[config.mk]
export PLATFORM = sky130hd
export DESIGN_NAME = thermostat_sequencer_flat
export DESIGN_NICKNAME = d
export VERILOG_FILES = /design/src/rtl/thermostat_sequencer_pkg.sv /design/src/rtl/thermostat_sequencer_if.sv /design/src/rtl/thermostat_sequencer_tick_counter.sv /design/src/rtl/thermostat_sequencer.sv /design/src/flat_wrapper.sv
export SDC_FILE = /design/constraint.sdc
export NUM_CORES = 1
export LEC_CHECK = 0
export CORE_MARGIN = 1
export CORE_UTILIZATION = 52
export CTS_CLUSTER_DIAMETER = 60
export DETAILED_ROUTE_END_ITERATION = 10
export PLACE_DENSITY = 0.76
export SYNTH_ARGS = -nofsm -noshare
export SYNTH_HDL_FRONTEND = slang
export SYNTH_SLANG_ARGS = --single-unit
[constraint.sdc]
create_clock -name clk -period 2 [get_ports clk]
set_input_delay 0.5 -clock clk [delete_from_list [all_inputs] [get_ports clk]]
set_output_delay 0.5 -clock clk [all_outputs]
set_load 0.03 [all_outputs]
[src/rtl/thermostat_sequencer_pkg.sv]
`default_nettype none
// ============================================================================
//  Module   : thermostat_pkg
//  Brief    : State encoding and default timing constants shared by the
//             thermostat sequencer, its interface and its counters.
//  Revision : 1.0 - initial release
// ============================================================================
package thermostat_pkg;

    typedef enum logic [1:0] {
        IDLE    = 2'b00,
        HEATING = 2'b01,
        COOLING = 2'b10,
        HOLDOFF = 2'b11
    } state_t;

    localparam int DEF_MIN_ON   = 4;
    localparam int DEF_MIN_OFF  = 3;
    localparam int DEF_FAN_TAIL = 2;
    localparam int DEF_CNT_W    = 8;

endpackage : thermostat_pkg
`default_nettype wire

[src/rtl/thermostat_sequencer_if.sv]
`default_nettype none
// ============================================================================
//  Module   : thermostat_sequencer_if
//  Brief    : Comparator inputs, timebase and output drives of the sequencer.
//             The master side feeds demands and reads drives; the slave side
//             is the sequencer itself.
//  Revision : 1.0 - initial release
// ============================================================================
interface thermostat_sequencer_if;

    logic       tick;
    logic       enable;
    logic       mode;
    logic       too_cold;
    logic       too_hot;
    logic       fan_on;
    logic       heater;
    logic       aircon;
    logic       fan;
    logic [1:0] state;
    logic       blocked;

    modport master (
        output tick, enable, mode, too_cold, too_hot, fan_on,
        input  heater, aircon, fan, state, blocked
    );

    modport slave (
        input  tick, enable, mode, too_cold, too_hot, fan_on,
        output heater, aircon, fan, state, blocked
    );

endinterface : thermostat_sequencer_if
`default_nettype wire

[src/rtl/thermostat_sequencer_tick_counter.sv]
`default_nettype none
// ============================================================================
//  Module   : tick_counter
//  Brief    : Tick-enabled up/down counter with clear, load, saturation at
//             LIMIT when counting up and at zero when counting down.
//  Revision : 1.0 - initial release
// ============================================================================
module tick_counter #(
    parameter int CNT_W = 8,
    parameter int LIMIT = 4
) (
    input  wire logic             clk,
    input  wire logic             areset_n,
    input  wire logic             i_clr,
    input  wire logic             i_load,
    input  wire logic [CNT_W-1:0] i_load_val,
    input  wire logic             i_en,
    input  wire logic             i_up,
    output logic      [CNT_W-1:0] o_cnt
);

    localparam logic [CNT_W-1:0] c_limit = CNT_W'(LIMIT);

    logic [CNT_W-1:0] r_cnt;

    // Clear beats load beats counting; counting holds at its end stop.
    always_ff @(posedge clk or negedge areset_n) begin
        if (!areset_n) begin
            r_cnt <= '0;
        end else if (i_clr) begin
            r_cnt <= '0;
        end else if (i_load) begin
            r_cnt <= i_load_val;
        end else if (i_en) begin
            if (i_up && (r_cnt != c_limit)) begin
                r_cnt <= r_cnt + CNT_W'(1);
            end else if (!i_up && (r_cnt != '0)) begin
                r_cnt <= r_cnt - CNT_W'(1);
            end
        end
    end

    assign o_cnt = r_cnt;

endmodule : tick_counter
`default_nettype wire

[src/rtl/thermostat_sequencer.sv]
`default_nettype none
// ============================================================================
//  Module   : thermostat_sequencer
//  Brief    : Heater / aircon / fan sequencer with minimum run time, minimum
//             off time, fan post-run tail and safety force-off.
//  Revision : 1.0 - initial release
// ============================================================================
module thermostat_sequencer
    import thermostat_pkg::*;
#(
    parameter int MIN_ON   = DEF_MIN_ON,
    parameter int MIN_OFF  = DEF_MIN_OFF,
    parameter int FAN_TAIL = DEF_FAN_TAIL,
    parameter int CNT_W    = DEF_CNT_W
) (
    input wire logic              clk,
    input wire logic              areset_n,
    thermostat_sequencer_if.slave bus
);

    localparam logic [CNT_W-1:0] c_min_on   = CNT_W'(MIN_ON);
    localparam logic [CNT_W-1:0] c_min_off  = CNT_W'(MIN_OFF);
    localparam logic [CNT_W-1:0] c_fan_tail = CNT_W'(FAN_TAIL);

    generate
        if (MIN_ON == 0 || MIN_OFF == 0) begin : g_bad_timing
            $error("thermostat_sequencer: MIN_ON and MIN_OFF must be at least 1");
        end
    endgenerate

    state_t           r_state;
    state_t           w_state_nxt;
    logic             w_exit_run;
    logic             w_heat_dem;
    logic             w_cool_dem;
    logic             w_running;
    logic             w_tail_nz_nxt;
    logic [CNT_W-1:0] r_run_cnt;
    logic [CNT_W-1:0] r_off_cnt;
    logic [CNT_W-1:0] r_tail_cnt;
    logic             r_heater;
    logic             r_aircon;
    logic             r_fan;
    logic             r_blocked;

    assign w_heat_dem = bus.enable &  bus.mode & bus.too_cold;
    assign w_cool_dem = bus.enable & ~bus.mode & bus.too_hot;
    assign w_running  = (r_state == HEATING) || (r_state == COOLING);

    // Run time: held at zero in IDLE so every run starts counting from 0.
    tick_counter #(.CNT_W(CNT_W), .LIMIT(MIN_ON)) u_run_cnt (
        .clk        (clk),
        .areset_n   (areset_n),
        .i_clr      (r_state == IDLE),
        .i_load     (1'b0),
        .i_load_val ('0),
        .i_en       (bus.tick && w_running),
        .i_up       (1'b1),
        .o_cnt      (r_run_cnt)
    );

    // Off time: restarted on every exit from a run, counts only in HOLDOFF.
    tick_counter #(.CNT_W(CNT_W), .LIMIT(MIN_OFF)) u_off_cnt (
        .clk        (clk),
        .areset_n   (areset_n),
        .i_clr      (w_exit_run),
        .i_load     (1'b0),
        .i_load_val ('0),
        .i_en       (bus.tick && (r_state == HOLDOFF)),
        .i_up       (1'b1),
        .o_cnt      (r_off_cnt)
    );

    // Fan tail: reloaded on run exit, drains on tick in any state.
    tick_counter #(.CNT_W(CNT_W), .LIMIT(FAN_TAIL)) u_tail_cnt (
        .clk        (clk),
        .areset_n   (areset_n),
        .i_clr      (1'b0),
        .i_load     (w_exit_run),
        .i_load_val (c_fan_tail),
        .i_en       (bus.tick),
        .i_up       (1'b0),
        .o_cnt      (r_tail_cnt)
    );

    // Whether the tail counter will be nonzero after this edge.
    assign w_tail_nz_nxt = w_exit_run ? (c_fan_tail != '0)
                         : ((r_tail_cnt != '0) && !(bus.tick && (r_tail_cnt == CNT_W'(1))));

    // State register.
    always_ff @(posedge clk or negedge areset_n) begin
        if (!areset_n) begin
            r_state <= HOLDOFF;
        end else begin
            r_state <= w_state_nxt;
        end
    end

    // Next-state decode; a run ends on force-off or once demand is gone and
    // the minimum run time has elapsed.
    always_comb begin
        w_state_nxt = r_state;
        w_exit_run  = 1'b0;
        case (r_state)
            IDLE: begin
                if (w_heat_dem) begin
                    w_state_nxt = HEATING;
                end else if (w_cool_dem) begin
                    w_state_nxt = COOLING;
                end
            end
            HEATING: begin
                if (!bus.enable || (!w_heat_dem && (r_run_cnt == c_min_on))) begin
                    w_state_nxt = HOLDOFF;
                    w_exit_run  = 1'b1;
                end
            end
            COOLING: begin
                if (!bus.enable || (!w_cool_dem && (r_run_cnt == c_min_on))) begin
                    w_state_nxt = HOLDOFF;
                    w_exit_run  = 1'b1;
                end
            end
            HOLDOFF: begin
                if (r_off_cnt == c_min_off) begin
                    w_state_nxt = IDLE;
                end
            end
            default: begin
                w_state_nxt = HOLDOFF;
            end
        endcase
    end

    // Output drives registered from next-state values.
    always_ff @(posedge clk or negedge areset_n) begin
        if (!areset_n) begin
            r_heater  <= 1'b0;
            r_aircon  <= 1'b0;
            r_fan     <= 1'b0;
            r_blocked <= 1'b0;
        end else begin
            r_heater  <= (w_state_nxt == HEATING);
            r_aircon  <= (w_state_nxt == COOLING);
            r_fan     <= (w_state_nxt == HEATING) || (w_state_nxt == COOLING)
                         || bus.fan_on || w_tail_nz_nxt;
            r_blocked <= (w_state_nxt == HOLDOFF) && (w_heat_dem || w_cool_dem);
        end
    end

    assign bus.heater  = r_heater;
    assign bus.aircon  = r_aircon;
    assign bus.fan     = r_fan;
    assign bus.state   = r_state;
    assign bus.blocked = r_blocked;

endmodule : thermostat_sequencer
`default_nettype wire
[src/flat_wrapper.sv]
// flat-port wrapper written by rule: the top's interface ports become plain ports
module thermostat_sequencer_flat import thermostat_pkg::*;
#(
    parameter int MIN_ON   = DEF_MIN_ON,
    parameter int MIN_OFF  = DEF_MIN_OFF,
    parameter int FAN_TAIL = DEF_FAN_TAIL,
    parameter int CNT_W    = DEF_CNT_W
)
  (clk, areset_n, bus_tick, bus_enable, bus_mode, bus_too_cold, bus_too_hot, bus_fan_on, bus_heater, bus_aircon, bus_fan, bus_state, bus_blocked);
  thermostat_sequencer_if bus_i ();
  input wire logic clk;
  input wire logic areset_n;
  input wire logic [$bits(bus_i.tick)-1:0] bus_tick;
  input wire logic [$bits(bus_i.enable)-1:0] bus_enable;
  input wire logic [$bits(bus_i.mode)-1:0] bus_mode;
  input wire logic [$bits(bus_i.too_cold)-1:0] bus_too_cold;
  input wire logic [$bits(bus_i.too_hot)-1:0] bus_too_hot;
  input wire logic [$bits(bus_i.fan_on)-1:0] bus_fan_on;
  output wire logic [$bits(bus_i.heater)-1:0] bus_heater;
  output wire logic [$bits(bus_i.aircon)-1:0] bus_aircon;
  output wire logic [$bits(bus_i.fan)-1:0] bus_fan;
  output wire logic [$bits(bus_i.state)-1:0] bus_state;
  output wire logic [$bits(bus_i.blocked)-1:0] bus_blocked;
  assign bus_i.tick = bus_tick;
  assign bus_i.enable = bus_enable;
  assign bus_i.mode = bus_mode;
  assign bus_i.too_cold = bus_too_cold;
  assign bus_i.too_hot = bus_too_hot;
  assign bus_i.fan_on = bus_fan_on;
  assign bus_heater = bus_i.heater;
  assign bus_aircon = bus_i.aircon;
  assign bus_fan = bus_i.fan;
  assign bus_state = bus_i.state;
  assign bus_blocked = bus_i.blocked;
  thermostat_sequencer #(.MIN_ON(MIN_ON), .MIN_OFF(MIN_OFF), .FAN_TAIL(FAN_TAIL), .CNT_W(CNT_W)) u_core (.clk(clk), .areset_n(areset_n), .bus(bus_i));
endmodule
==> Yosys cells after proc, flatten, opt, wreduce, memory -nomap -nowiden <==
Cells that the tools add are included.
{ "op_classes": {"muxes": 19, "n_bitwise": 5, "addsub": 3, "n_eq_ne": 11, "n_reduce_logical": 29} }
{ "op_table": {"columns": ["operator", "n"], "rows": [
  ["$mux W8", 9],
  ["$add A8 B1 Y8 const B", 2],
  ["$reduce_bool A2 Y1", 6],
  ["$mux W2", 5],
  ["$eq A2 B2 Y1 const B", 4],
  ["$eq A8 B1 Y1 const B", 1],
  ["$eq A8 B2 Y1 const B", 1],
  ["$eq A8 B3 Y1 const B", 1],
  ["$ne A8 B2 Y1 const B", 1],
  ["$ne A8 B3 Y1 const B", 1],
  ["$pmux W2 S4", 1],
  ["$reduce_bool A8 Y1", 1],
  ["$sub A8 B1 Y8 const B", 1],
  ["$logic_and A1 B1 Y1", 7],
  ["$logic_or A1 B1 Y1", 7],
  ["$reduce_and A2 Y1", 3],
  ["$and A1 B1 Y1", 4],
  ["$eq A2 B1 Y1 const B", 2],
  ["$logic_not A1 Y1", 4],
  ["$mux W1", 3],
  ["$logic_not A2 Y1", 1],
  ["$pmux W1 S2", 1],
  ["$not A1 Y1", 1]
]} }
{ "word_totals": {"regBits": 30, "out_inout_bits": 6, "wordCells": 75, "in_bits": 8} }

==> Depth between registers and ports, before layout <==
Gate-level depths: netlist (run 1).
{ "logic_depth": {"word_depth": 12, "ltp_mapped": 9, "depth_no_buf": 9} }

==> Modules after synthesis <==
From an unflattened synthesis (run 1), not the netlist that was laid out.
{ "hier_totals": {"cells_unflattened": 306, "area_unflattened_um2": 2740.1} }
{ "by_module_without_submodules": {"columns": ["mod", "cells_each", "area_each_um2", "seq_area_each_um2", "instances"], "rows": [
  ["tick_counter (u_core.u_tail_cnt)", 83, 748.2, 200.2, 1],
  ["tick_counter (u_core.u_run_cnt)", 79, 745.7, 200.2, 1],
  ["tick_counter (u_core.u_off_cnt)", 89, 735.7, 200.2, 1],
  ["thermostat_sequencer", 55, 510.5, 152.6, 1]
]} }

==> Worst setup path after synthesis (run 1) <==
Ideal clock, no wire load.
{ "synth_timing": {"path_kind": "register -> register", "start": "register u_core.r_state[0] (netlist: u_core.bus.state[0])", "end": "register u_core.r_fan (netlist: u_core.bus.fan)", "path_buffers": 0, "arrival_ps": 2178, "path_slack_ps": -307, "synth_period_minus_slack_ps": 2307, "path_stages_with_launch": 10, "required_ps": 1871, "setup_time_ps": 129, "path_cell_list": "dfstp_2 -> inv_1 -> ha_1 -> nor3_1 -> a21oi_1 -> o22a_1 -> and3_1 -> ha_1 -> nor4b_2 -> o21ai_1"} }
{ "synth_via": {"elab_cells_between_ends": 17, "classes_between": "eq/ne: 5; mux: 8; reduce/logical: 4"} }
{ "synth_lines": {"columns": ["element", "line", "source"], "rows": [
  ["start, declared", "thermostat_sequencer.sv:31", "state_t r_state;"],
  ["start signal, assigned", "thermostat_sequencer.sv:95", "r_state <= w_state_nxt;"],
  ["$eq A2 B2 Y1 (tied with other cells)", "thermostat_sequencer.sv:104", "case (r_state)"],
  ["$pmux W2 S4 *", "thermostat_sequencer.sv:104", null],
  ["named net u_core.w_state_nxt[1]", "thermostat_sequencer.sv:32", "state_t w_state_nxt;"],
  ["$eq A2 B1 Y1 / $eq A2 B2 Y1 (equally long branches)", "thermostat_sequencer.sv:145", "r_fan <= (w_state_nxt == HEATING) || (w_state_nxt == COOLING)"],
  ["$logic_or A1 B1 Y1 *", "thermostat_sequencer.sv:145", null],
  ["$logic_or A1 B1 Y1 * (2 in a row)", "thermostat_sequencer.sv:146", "|| bus.fan_on || w_tail_nz_nxt;"],
  ["end signal, assigned", "thermostat_sequencer.sv:145", null],
  ["end, declared", "thermostat_sequencer.sv:43", "logic r_fan;"]
]} }
Mark *: on every way through the listed nets, which the timed path passes. The rest lies on a longest branch.
A chain may end at the register's enable or synchronous reset.

==> Worst setup path after layout (run 1) <==
{ "layout_timing": {"start": "register u_core.r_state[1] (netlist: u_core.bus.state[1])", "end": "register u_core.r_blocked (netlist: u_core.bus.blocked)"} }
{ "layout_via": {"elab_chain_cells": 5, "elab_cells_between_ends": 12, "classes_between": "eq/ne: 4; mux: 6; reduce/logical: 2"} }
{ "layout_rtl": {"columns": ["element", "line", "source"], "rows": [
  ["$mux W2", "thermostat_sequencer.sv:108", "end else if (w_cool_dem) begin"],
  ["$mux W2", "thermostat_sequencer.sv:106", "if (w_heat_dem) begin"],
  ["$pmux W2 S4 *", "thermostat_sequencer.sv:104", null],
  ["named net u_core.w_state_nxt[1]", "thermostat_sequencer.sv:32", null],
  ["$eq A2 B2 Y1 *", "thermostat_sequencer.sv:147", "r_blocked <= (w_state_nxt == HOLDOFF) && (w_heat_dem || w_cool_dem);"],
  ["$logic_and A1 B1 Y1 *", "thermostat_sequencer.sv:147", null],
  ["end signal, assigned", "thermostat_sequencer.sv:147", null],
  ["end, declared", "thermostat_sequencer.sv:44", "logic r_blocked;"]
]} }
Marked as above.

==> results.md, run 1 <==
Outcome:
- The flow ran to the end, but the final reports show violations.
- The checks that failed: negative setup slack.

Clocking:
- For the worst-skew pair, the clock arrives at the later sink with an insertion delay of 360 ps.
- The clock root buffer is sky130_fd_sc_hd__clkbuf_4.
- After clock tree synthesis, the flow added hold-fix buffers numbering 0.
- Buffers inserted during clock tree synthesis total 5.
- The H-tree was split into 2 levels.
- The clock tree from TritonCTS is yes.
- The clock transition at the registers of the reported paths is 110 ps.
- The number of sinks handled by clock tree synthesis is 30.
- No sink is reached through more buffers than the 2 on the longest clock path.

Yosys:
- Sorting the synthesized cells by area gives the leading types as sky130_fd_sc_hd__dfrtp_1, sky130_fd_sc_hd__ha_1, sky130_fd_sc_hd__a21oi_1.
- The total nets after synthesis is 206.
- The share of the synthesized area in the top cell type is 0.3807.
- The average cell area after synthesis is 9.895 um^2.
- Of the synthesized area, sequential elements account for 0.4092.
- The netlist area before placement is 1841 um^2.
- The number of register bits inferred by synthesis is 30.
- The predominant post-synthesis flop cell is sky130_fd_sc_hd__dfrtp_1.
- The Yosys step of the flow raised 0 warnings.
- The synthesized design contains 0 enable-type register cells.
- The cell count after synthesis came out at 186.
- The largest total area in the synthesized netlist belongs to sky130_fd_sc_hd__dfrtp_1.
- The share of synthesized registers carrying an async set or reset is 1.000.
- The number of library cell types mapped by synthesis is 53.

Placed design:
- The global placer's final weighted congestion is 1.009.
- The cell area after placement is 2364 um^2.
- Timing analysis after detailed placement gives a worst setup slack of -312.9 ps.
- The count of input and output buffers is 13.
- Detailed placement finished with a half-perimeter wire length of 3168 um.

Cells and area:
- The proportion of layout cells with a drive suffix above 1 is 0.3441.
- The final cell utilization of the core is 0.7753.
- After filler insertion, the fill cell instance count of the layout stands at 217.
- The final net count is 266.
- The final standard cell area without fillers is 2608 um^2.
- The number of diodes added for antenna fixing is 0.
- In the layout the commonest cells are sky130_fd_sc_hd__buf_4, sky130_fd_sc_hd__dfrtp_1, sky130_fd_sc_hd__a21oi_1.
- The leading cell type in the layout, fill and taps excluded is sky130_fd_sc_hd__buf_4.
- The layout overhead on the synthesized area is 41.67%.

Die:
- The floorplan step defined a die boundary enclosing 3782 um^2.
- The initial utilization of the core area, before any placement, comes to 0.5472.
- The region available for standard cell placement spans 3363 um^2.
- The floorplan has 21 rows.
- The width of the chip is 61.50 um.
- The chip height is 61.50 um.
- The number of primary I/O pins is 14.

Timing:
- The final critical delay including setup and external delays is 2177 ps.
- The transition time of the tightest slew-check pin is 389.3 ps.
- After layout, the worst setup slack is -177.4 ps.
- Summed over all failing endpoints, the final setup total negative slack is -333.8 ps.
- Clock skew on the completed layout was measured at 13.13 ps.
- The final max-slew violation count is 0.
- The final period utilization is 1.089.
- In this run the tightest slew margin relative to its limit is 0.7405.
- Setup violations remaining at the end of the flow were counted as 2.
- The number of hold violations in the final report is 0.
- The peak clock frequency supported by timing is 0.4593 GHz.
- Setup repair after global routing could not meet its margin everywhere.

Global routing:
- The total congestion overflow after global routing is 0.
- The first global-routing pass estimated 7410 um of wire.
- The overall global routing resource usage is 0.2799.
- Entering global routing, the biggest net connects 31 pins.
- The initial antenna violation count is 0.
- The number of global-route vias before repair came to 1661.

Critical path:
- The kind of cell with the highest combined delay on the critical path is flip-flops.
- At the worst endpoint, the required time is 2240 ps.
- The arrival time at the worst endpoint is 2420 ps.
- Counting both buffers and inverters, the worst setup path holds a total of 3.
- The worst-path maximum fanout is 5.
- On the worst path, the slowest cell contributes a delay of 650 ps.
- The highest-delay cell along the critical path is sky130_fd_sc_hd__dfstp_2.
- Traced cell by cell, the critical path runs through inv_4 > ha_4 > nor3_4 > a21oi_1 > o22a_1 > and3_4 > buf_4 > buf_6 > ha_2 > o211a_1.
- The worst setup path is launched from a flop.
- The critical path is of the reg -> reg type.
- STA classifies the critical path endpoint as a flop.

Power and ir drop:
- The power density over the cells is 1457 nW/um^2.
- In this run the power spent charging and discharging nets is 1.470 mW.
- The clock power share is 0.174.
- Summed over all cells, the static leakage comes to 1.166 nW.
- The share of total power dissipated in sequential elements is 0.244.
- The total chip power is 3.798 mW.
- The fraction of power consumed by combinational cells is 0.582.
- The cell-internal power is 2.328 mW.
- Of the total power, the share spent switching nets is 0.3871.
- VDD sags by at most 0.9049 mV.

Drt:
- The average vias per placed instance is 5.754.
- The number of nets still failing antenna checks after routing is 0.
- After detailed routing, the number of remaining DRC violations is 0.
- Detailed routing inserted a total of 1686 vias.
- The number of design-rule violations left by the first detailed-router iteration is 101.
- The first detailed-routing pass took 4 iterations.
- The average routed wire per standard cell is 16.18 um.
- The post-detailed-routing wire length is 4742 um.

Job:
- Across the run, the number of max-cap violations was 0.

Worst hold path:
- The type of the worst min-delay path is in -> async.
[power groups by stage]
stage	clock network (mW)	registers [mW]	logic [mW]
after floorplan	0	1.02	1.01
after global placement	0	0.924	1.75
after detailed placement	0	0.932	1.83
after CTS	0.670	0.921	1.92
after global routing	0.706	0.952	2.39
final	0.662	0.928	2.21
[flip-flops by register name, indices dropped and copies added (netlist names)]
name / count
u_core.bus.aircon: 1
u_core.bus.blocked: 1
u_core.bus.fan: 1
u_core.bus.heater: 1
u_core.bus.state: 2
u_core.u_off_cnt.o_cnt: 8
u_core.u_run_cnt.o_cnt: 8
u_core.u_tail_cnt.o_cnt: 8
[cells in the mapped netlist, types with 2 or more instances]
master,n
sky130_fd_sc_hd__nor4_1,3
sky130_fd_sc_hd__clkbuf_1,4
sky130_fd_sc_hd__and2_1,4
sky130_fd_sc_hd__nand4_1,6
sky130_fd_sc_hd__nand3_1,4
sky130_fd_sc_hd__o21ai_0,3
sky130_fd_sc_hd__nand2_1,15
sky130_fd_sc_hd__xnor2_1,6
sky130_fd_sc_hd__dfrtp_1,28
sky130_fd_sc_hd__inv_1,8
sky130_fd_sc_hd__nor2_1,13
sky130_fd_sc_hd__nor2b_1,2
sky130_fd_sc_hd__mux2i_1,4
sky130_fd_sc_hd__and3b_1,2
sky130_fd_sc_hd__dfstp_2,2
sky130_fd_sc_hd__and3_1,3
sky130_fd_sc_hd__o21a_1,2
sky130_fd_sc_hd__nor3_1,2
sky130_fd_sc_hd__nand2b_1,3
sky130_fd_sc_hd__xor2_1,7
sky130_fd_sc_hd__ha_1,12
sky130_fd_sc_hd__a21oi_1,20
sky130_fd_sc_hd__a31oi_1,2
sky130_fd_sc_hd__a211oi_1,2
[metal layers]
layer  vias up  global-route usage  share of wire
li1        796                   -              -
met1       828              0.3303           0.41
met2        48              0.4685           0.51
met3        14             0.09244          0.052
met4         0              0.1143          0.022
met5         -                   0              0
[worst reg2reg max path, delay by kind of cell (launching register included)]
kind	cells	cell delay (ps)
simple gates	2	370
buf+inv	3	310
flops	1	650
compound gates	3	410
fa+ha+maj	2	320
[final timing paths]
check	from	to	slack [ps]	depth (start not counted)
worst min-delay path	areset_n	u_core.u_off_cnt.o_cnt[1]	520	2
worst max-delay path	u_core.bus.state[1]	u_core.bus.blocked	-180	10
max in group asynchronous	areset_n	u_core.bus.state[0]	1160	2
min in group clk	u_core.u_tail_cnt.o_cnt[1]	u_core.u_tail_cnt.o_cnt[1]	580	2
worst max register to register	u_core.bus.state[1]	u_core.bus.blocked	-180	10
worst min register to register	u_core.u_tail_cnt.o_cnt[1]	u_core.u_tail_cnt.o_cnt[1]	580	2
[cell type report]
type	count	area (um^2)	area share
Tap cell	46	57.56	0.02207
Clock inverter	2	60.06	0.02303
Sequential cell	30	753.2	0.2889
Clock buffer	6	51.30	0.01967
Inverter	8	32.53	0.01248
Timing Repair Buffer	58	474.2	0.1819
Multi-Input combinational cell	143	1179	0.4520
[metrics by stage]
stage	std cells	hold WS, ps
final	293	521.7
after global placement	279	541.1
after CTS	288	518.3
after floorplan	186	204.4
after detailed placement	279	548.0
after global routing	293	547.1
[logic make-up (layout without fill, tap and decap cells)]
group	after synthesis	after routing	share of synthesized area
muxes	4	4	0.02175
xor gates and xnor gates	13	13	0.06186
and+or+nand+nor	69	69	0.2250
AOI/OAI and AO/OA	45	45	0.1734
buffers and inverters	13	74	0.02719
DFF	30	30	0.4092
adders and majority gates	12	12	0.08157
[timing repair]
action | in CTS | in global routing
gates resized for setup | 6 | 17
endpoints found under the setup margin | 4 | 4
setup buffers | 1 | 5
pin swaps | 1 | 5
Note: power is estimated with default switching activity, not from simulation.
==> inputs of run 2 (changes only) <==
CELL_PAD_IN_SITES_DETAIL_PLACEMENT = 0   (was not set)
CELL_PAD_IN_SITES_GLOBAL_PLACEMENT = 1   (was not set)
CORE_UTILIZATION = 41   (was 52)
==> run 2 against run 1 <==
Net effect:
- the run still ends with negative setup slack left
- sequential power grew 0.8%
- critical path type unchanged
- hold slack improved by 47 ps
- core utilization fell by 20 points
- largest power group unchanged
- global-route usage decreased by 9.0 points
- largest cell class unchanged
==> results.md, run 2 (synthesis gave the netlist of run 1 again) <==
Timing:
- The setup-violating endpoint count in the final report came to 1 (-1).
- The final max-slew violation count is 0 (unchanged).
- The setup slack of the critical path after layout was -115.3 ps (+62.09 ps).
- The final critical delay including setup and external delays was 2115 ps (-62.09 ps).
- Setup repair after global routing could not meet its margin everywhere.
- The final clock skew was 12.47 ps (-0.6542 ps).
- The final period utilization came to 1.058 (-0.03104).
- The worst-case headroom to the max-slew limit was 0.7415 (+0.001080).
- The transition time of the tightest slew-check pin is 382.3 ps (-7.006 ps).
- The number of hold violations in the final report is 0 (unchanged).
- The peak clock frequency supported by timing was 0.4728 GHz (+2.9%).

Cells and area:
- The leading cell type in the layout, fill and taps excluded is sky130_fd_sc_hd__buf_4.
- The layout overhead on the synthesized area is 36.10%.
- The final net count came to 257 (-3.4%).
- Leaving out fill and tap cells, the most frequent cells in the layout are sky130_fd_sc_hd__buf_4, sky130_fd_sc_hd__dfrtp_1, sky130_fd_sc_hd__a21oi_1.
- The number of diodes added for antenna fixing is 0 (unchanged).
- The final cell utilization of the core is 0.5793 (-0.1960).
- The number of filler instances in the final layout is 387 (+78%).
- The proportion of layout cells with a drive suffix above 1 is 0.2899 (-0.05421).

Die:
- The chip height is 69 um (+12%).
- The number of primary I/O pins is 14 (unchanged).
- The initial core utilization came to 0.4256 (-0.1216).
- The die area is 4761 um^2 (+26%).
- The width of the chip is 69 um (+12%).
- The total core area is 4324 um^2 (+29%).
- The number of rows in the core area is 24 (+14%).

Placed design:
- The count of input and output buffers is 13 (unchanged).
- The global placer's final weighted congestion is 0.8406 (-17%).
- The detailed placement HPWL is 2909 um (-8.1%).

Critical path:
- The critical path's largest stage delay was 610 ps (-40 ps).
- The data required time of the worst path is 2160 ps (-80 ps).
- The arrival time at the worst endpoint was 2280 ps (-140 ps).
- Traced cell by cell, the critical path runs through inv_2 > ha_4 > nor3_4 > a21oi_1 > o22a_1 > and3_4 > ha_4 > nor4b_4 > o21ai_1.
- Among the stages of the critical path, the cell type that occurs most often is sky130_fd_sc_hd__ha_4.
- The type of origin of the critical path is a flop.
- The worst-path maximum fanout is 5 (unchanged).
- STA classifies the critical path endpoint as a flop.
- The highest-delay cell along the critical path is sky130_fd_sc_hd__dfstp_2.
- The critical path is of the reg -> reg type.

Outcome:
- The checks that failed: negative setup slack.
- The flow ran to the end, but the final reports show violations.

Drt:
- The number of design-rule violations left by the first detailed-router iteration is 83 (-18%).
- The post-detailed-routing wire length is 4130 um (-13%).
- The length of the first detailed-routing pass in iterations is 4 (unchanged).
- The average vias per placed instance is 5.334 (-7.3%).
- The post-route DRC violation count is 0 (unchanged).
- The number of nets still failing antenna checks after routing is 0 (unchanged).
- The average routed wire per standard cell was 14.24 um (-12%).
- The total via count after detailed routing came to 1547 (-8.2%).

Global routing:
- The initial antenna violation count is 0 (unchanged).
- The global-route wire length before repair came to 7210 um (-2.7%).
- The total congestion overflow after global routing was 0 (unchanged).
- The number of global-route vias before repair was 1578 (-5.0%).
- The overall global routing resource usage came to 0.1903 (-0.08966).
- The maximum number of pins on one net before global-route repair came to 31 (unchanged).

Clocking:
- The number of sinks handled by clock tree synthesis is 30 (unchanged).
- The worst-case clock buffer depth is 2 (unchanged).
- TritonCTS built the clock tree.
- The clock latency reported for the late side of the worst-skew pair came to 290 ps (-70 ps).
- The number of CTS-inserted buffers was 5 (unchanged).
- The H-tree level count is 2 (unchanged).
- The clock transition at the registers of the reported paths is 60 ps (-50 ps).
- The cell sitting at the root of the clock tree is a sky130_fd_sc_hd__clkbuf_8.
- The number of buffers inserted by hold repair at cts is 0 (unchanged).

Power and ir drop:
- The worst voltage drop across the vdd grid was 0.7267 mV (-20%).
- The total chip power is 3.323 mW (-13%).
- The cell leakage power is 1.117 nW (-4.2%).
- The power density over the cells is 1327 nW/um^2 (-8.9%).

Job:
- The max-capacitance violation count is 0 (unchanged).

Worst hold path:
- The path class of the tightest hold or removal check is reg -> reg.
run 2: cell types whose count changed in the layout (fill, tap and decap cells not counted), sizes merged:
cell         before  now
buf              45   36
bufinv            2    0
clkbuf            8    7
clkinv            0    1
dlygate4sd2       0    2
run 2: final cells by class:
| class | count | area, um^2 | share of cell area |
|---|---|---|---|
| clock inverter | 1 | 5.005 | 0.001998 |
| timing repair buffer | 49 | 410.4 | 0.1638 |
| multi-input combinational | 143 | 1155 | 0.4610 |
| clock buffer | 7 | 86.33 | 0.03447 |
| tap | 52 | 65.06 | 0.02597 |
| sequential | 30 | 753.2 | 0.3007 |
| inverter | 8 | 30.03 | 0.01199 |
run 2: what timing repair did:
| item | 4_1_cts | 5_1_grt |
|---|---|---|
| buffers inserted | 1 | 0 |
| endpoints found under the setup margin | 4 | 4 |
| pin swaps | 4 | 3 |
| resized for setup | 9 | 4 |
| hold endpoints to repair | 0 | 0 |
run 2: where the power goes:
part / leakage, nW / switching [mW] / internal [mW] / total, mW
sequential: 0.393 / 0.158 / 0.777 / 0.935
clock: 0.0482 / 0.224 / 0.277 / 0.501
combinational: 0.676 / 0.946 / 0.940 / 1.89
run 2: metal layers:
layer	GRT usage	wire (um)	up-vias
li1	-	-	780
met1	0.2444	2007	738
met2	0.3064	1932	22
met3	0.04678	125	7
met4	0.07710	65	0
met5	0	0	-
run 2: path summary, 6_finish.rpt:
kind,from,end,slack [ps],depth (start not counted)
worst max-delay path,u_core.bus.state[1],u_core.bus.fan,-120,9
worst min-delay path,u_core.u_tail_cnt.o_cnt[1],u_core.u_tail_cnt.o_cnt[1],570,2
worst max register to register,u_core.bus.state[1],u_core.bus.fan,-120,9
worst min register to register,u_core.u_tail_cnt.o_cnt[1],u_core.u_tail_cnt.o_cnt[1],570,2
max in group asynchronous,areset_n,u_core.bus.state[0],1050,2
min in group asynchronous,areset_n,u_core.bus.blocked,600,2
run 2: metrics by stage:
step	TNS (ps)	cell area (um^2)	hold slack, ps	cells	setup WS, ps
floorplan	-176.6	1894	204.4	186	-176.6
global placement	-862.5	2341	542.5	281	-279.5
detailed placement	-1120	2341	557.4	281	-375.5
CTS	-131.9	2479	573.2	290	-131.9
global route	-279.8	2505	620.0	290	-213.8
finish	-115.3	2505	569.1	290	-115.3
run 2: worst max-delay path: cells and delay by family, from the launching register on:
| family | cells | cell delay (ps) |
|---|---|---|
| AOI/OAI and AO/OA | 3 | 350 |
| adders and majority gates | 2 | 420 |
| buffers and inverters | 1 | 80 |
| DFF | 1 | 610 |
| and+or+nand+nor | 3 | 540 |
==> inputs of run 3 (changes only) <==
RECOVER_POWER = 50   (was not set)
==> run 3 against run 2 <==
Net effect:
- critical path type unchanged
- core utilization down 0.058 points
- die area unchanged
- cell area about the same
- clock skew unchanged
- non-clock buffer count unchanged
- critical endpoint unchanged
- highest routed layer unchanged
- the run still ends with negative setup slack left
==> results.md, run 3 (synthesis gave the netlist of run 1 again) <==
Timing:
- The final max-slew violation count is 0 (unchanged).
- The worst hold slack is 569.1 ps (unchanged).
- The final clock skew was 12.47 ps (unchanged).
- The setup-violating endpoint count in the final report is 1 (unchanged).
- The setup slack of the critical path after layout is -115.3 ps (unchanged).
- The final critical delay including setup and external delays came to 2115 ps (unchanged).
- The final period utilization is 1.058 (unchanged).
- Setup repair after global routing could not meet its margin everywhere.
- The number of hold violations in the final report is 0 (unchanged).
- The aggregate negative setup slack is -115.3 ps (unchanged).
- The transition time of the tightest slew-check pin is 774.5 ps (+392.2 ps).
- The peak clock frequency supported by timing was 0.4728 GHz (unchanged).
- The worst-case headroom to the max-slew limit came to 0.4836 (-0.2579).

Die:
- The number of rows in the core area came to 24 (unchanged).
- The total core area is 4324 um^2 (unchanged).
- The number of primary I/O pins is 14 (unchanged).
- The width of the chip was 69 um (unchanged).
- The die area was 4761 um^2 (unchanged).
- The chip height is 69 um (unchanged).
- The initial core utilization was 0.4256 (unchanged).

Clocking:
- The worst-case clock buffer depth is 2 (unchanged).
- The number of sinks handled by clock tree synthesis is 30 (unchanged).
- In this run the clock root is driven by a sky130_fd_sc_hd__clkbuf_8.
- The H-tree level count was 2 (unchanged).
- The clock latency reported for the late side of the worst-skew pair is 290 ps (about the same).
- TritonCTS built the clock tree.
- The clock transition at the registers of the reported paths is 60 ps (about the same).
- The number of buffers inserted by hold repair at cts came to 0 (unchanged).
- The number of CTS-inserted buffers is 5 (unchanged).

Critical path:
- The kind of cell with the highest combined delay on the critical path is flip-flops.
- The critical path is of the reg -> reg type.
- The category of the worst setup path capture point is a flop.
- The worst setup path is launched from a flop.
- The sum of buffers and inverters on the critical path was 1 (unchanged).
- The worst-path maximum fanout came to 5 (unchanged).
- The cell with the most instances on the worst path is sky130_fd_sc_hd__ha_4.
- The slowest stage of the critical path is the sky130_fd_sc_hd__dfstp_2 cell.
- The signal on the critical path passes through inv_2 > ha_4 > nor3_4 > a21oi_1 > o22a_1 > and3_4 > ha_4 > nor4b_4 > o21ai_1.
- The data required time of the worst path is 2160 ps (about the same).
- The terminus of the critical flop-to-flop path is u_core.bus.fan.
- The critical path's largest stage delay is 610 ps (about the same).
- The arrival time at the worst endpoint is 2280 ps (about the same).
- The startpoint identified for the worst register-to-register timing path is u_core.bus.state[1].
- The register-to-register setup slack came to -120 ps (about the same).
- The length in cells of the worst reg-to-reg path is 9 (unchanged).

Power and ir drop:
- The total chip power is 3.322 mW (about the same).
- The worst voltage drop across the vdd grid came to 0.7267 mV (about the same).
- The power density over the cells is 1327 nW/um^2 (about the same).
- The cell leakage power is 1.116 nW (about the same).

Drt:
- The average routed wire per standard cell was 14.23 um (about the same).
- The average vias per placed instance is 5.334 (unchanged).
- The number of nets still failing antenna checks after routing came to 0 (unchanged).
- The post-route DRC violation count came to 0 (unchanged).
- The length of the first detailed-routing pass in iterations is 4 (unchanged).
- The total via count after detailed routing came to 1547 (unchanged).
- The number of design-rule violations left by the first detailed-router iteration is 83 (unchanged).
- The post-detailed-routing wire length is 4128 um (about the same).

Cells and area:
- The footprint of the multi-input gates is 1155 um^2 (unchanged).
- The library cell used most frequently in the layout, excluding fill and tap cells, is sky130_fd_sc_hd__buf_4.
- The proportion of layout cells with a drive suffix above 1 is 0.2899 (unchanged).
- The number of filler instances in the final layout came to 388 (+0.26%).
- The final net count is 257 (unchanged).
- The number of diodes added for antenna fixing was 0 (unchanged).
- The area taken by flip-flops and latches is 753.2 um^2 (unchanged).
- The layout overhead on the synthesized area came to 35.96% (about the same).
- Leaving out fill and tap cells, the most frequent cells in the layout are sky130_fd_sc_hd__buf_4, sky130_fd_sc_hd__dfrtp_1, sky130_fd_sc_hd__a21oi_1.
- The final cell utilization of the core is 0.5787 (about the same).

Global routing:
- The global-route wire length before repair is 7210 um (unchanged).
- The initial antenna violation count was 0 (unchanged).
- The maximum number of pins on one net before global-route repair is 31 (unchanged).
- The number of global-route vias before repair was 1578 (unchanged).
- The total congestion overflow after global routing is 0 (unchanged).
- The overall global routing resource usage came to 0.1903 (unchanged).

Placed design:
- The worst setup slack after placement is -375.5 ps (unchanged).
- The global placer's final weighted congestion is 0.8406 (unchanged).
- The detailed placement HPWL is 2909 um (unchanged).
- The count of input and output buffers is 13 (unchanged).

Worst hold path:
- The startpoint identified for the worst hold timing path is u_core.u_tail_cnt.o_cnt[1].
- The number of cells traversed by the worst hold path is 2 (unchanged).
- For hold timing, the worst endpoint is u_core.u_tail_cnt.o_cnt[1].
- The path class of the tightest hold or removal check is reg -> reg.

Outcome:
- The final reports fail on negative setup slack.
- The flow ran to the end, but the final reports show violations.

Job:
- The max-capacitance violation count is 0 (unchanged).
## run 3: where the power goes
| part | switching (mW) | internal, mW |
|---|---|---|
| clock | 0.224 | 0.277 |
| sequential | 0.158 | 0.777 |
| combinational | 0.946 | 0.939 |
## run 3: cell type report
class,instances,share of cell area
inverter,8,0.01200
sequential,30,0.3010
tap,52,0.02600
clock buffer,7,0.03450
clock inverter,1,0.002000
timing repair buffer,49,0.1630
multi-input combinational,143,0.4615
## run 3: tightest hold or removal path, stage by stage (launching register included)
cell and delay (ps):
sky130_fd_sc_hd__dfrtp_1 400, sky130_fd_sc_hd__nand2_1 60, sky130_fd_sc_hd__o221ai_1 70
## run 3: stage by stage
step	cells	area, um^2
floorplan	186	1894
detailed placement	281	2341
CTS	290	2479
global route	290	2502
global placement	281	2341
finish	290	2502
## run 3: layer usage
layer,global-route usage,share of wire,vias up
met4,0.07710,0.016,0
li1,-,-,780
met2,0.3064,0.47,22
met1,0.2444,0.49,738
met3,0.04678,0.030,7
met5,0,0,-
## run 3: worst max path at each step
stage	from	to	cells after the start
final	u_core.bus.state[1]	u_core.bus.fan	9
after global routing	u_core.bus.state[1]	u_core.bus.fan	9
after CTS	u_core.bus.state[1]	u_core.bus.fan	9
after detailed placement	bus_too_hot	u_core.bus.fan	8
after global placement	bus_too_hot	u_core.bus.fan	8
after floorplan	u_core.bus.state[1]	u_core.bus.fan	9
## run 3: timing repair
action,4_1_cts,5_1_grt
setup endpoints to repair,4,4
gates cloned,0,0
pin swaps,4,3
endpoints found under the hold margin,0,0
buffers inserted,1,0
gates resized for setup,9,4
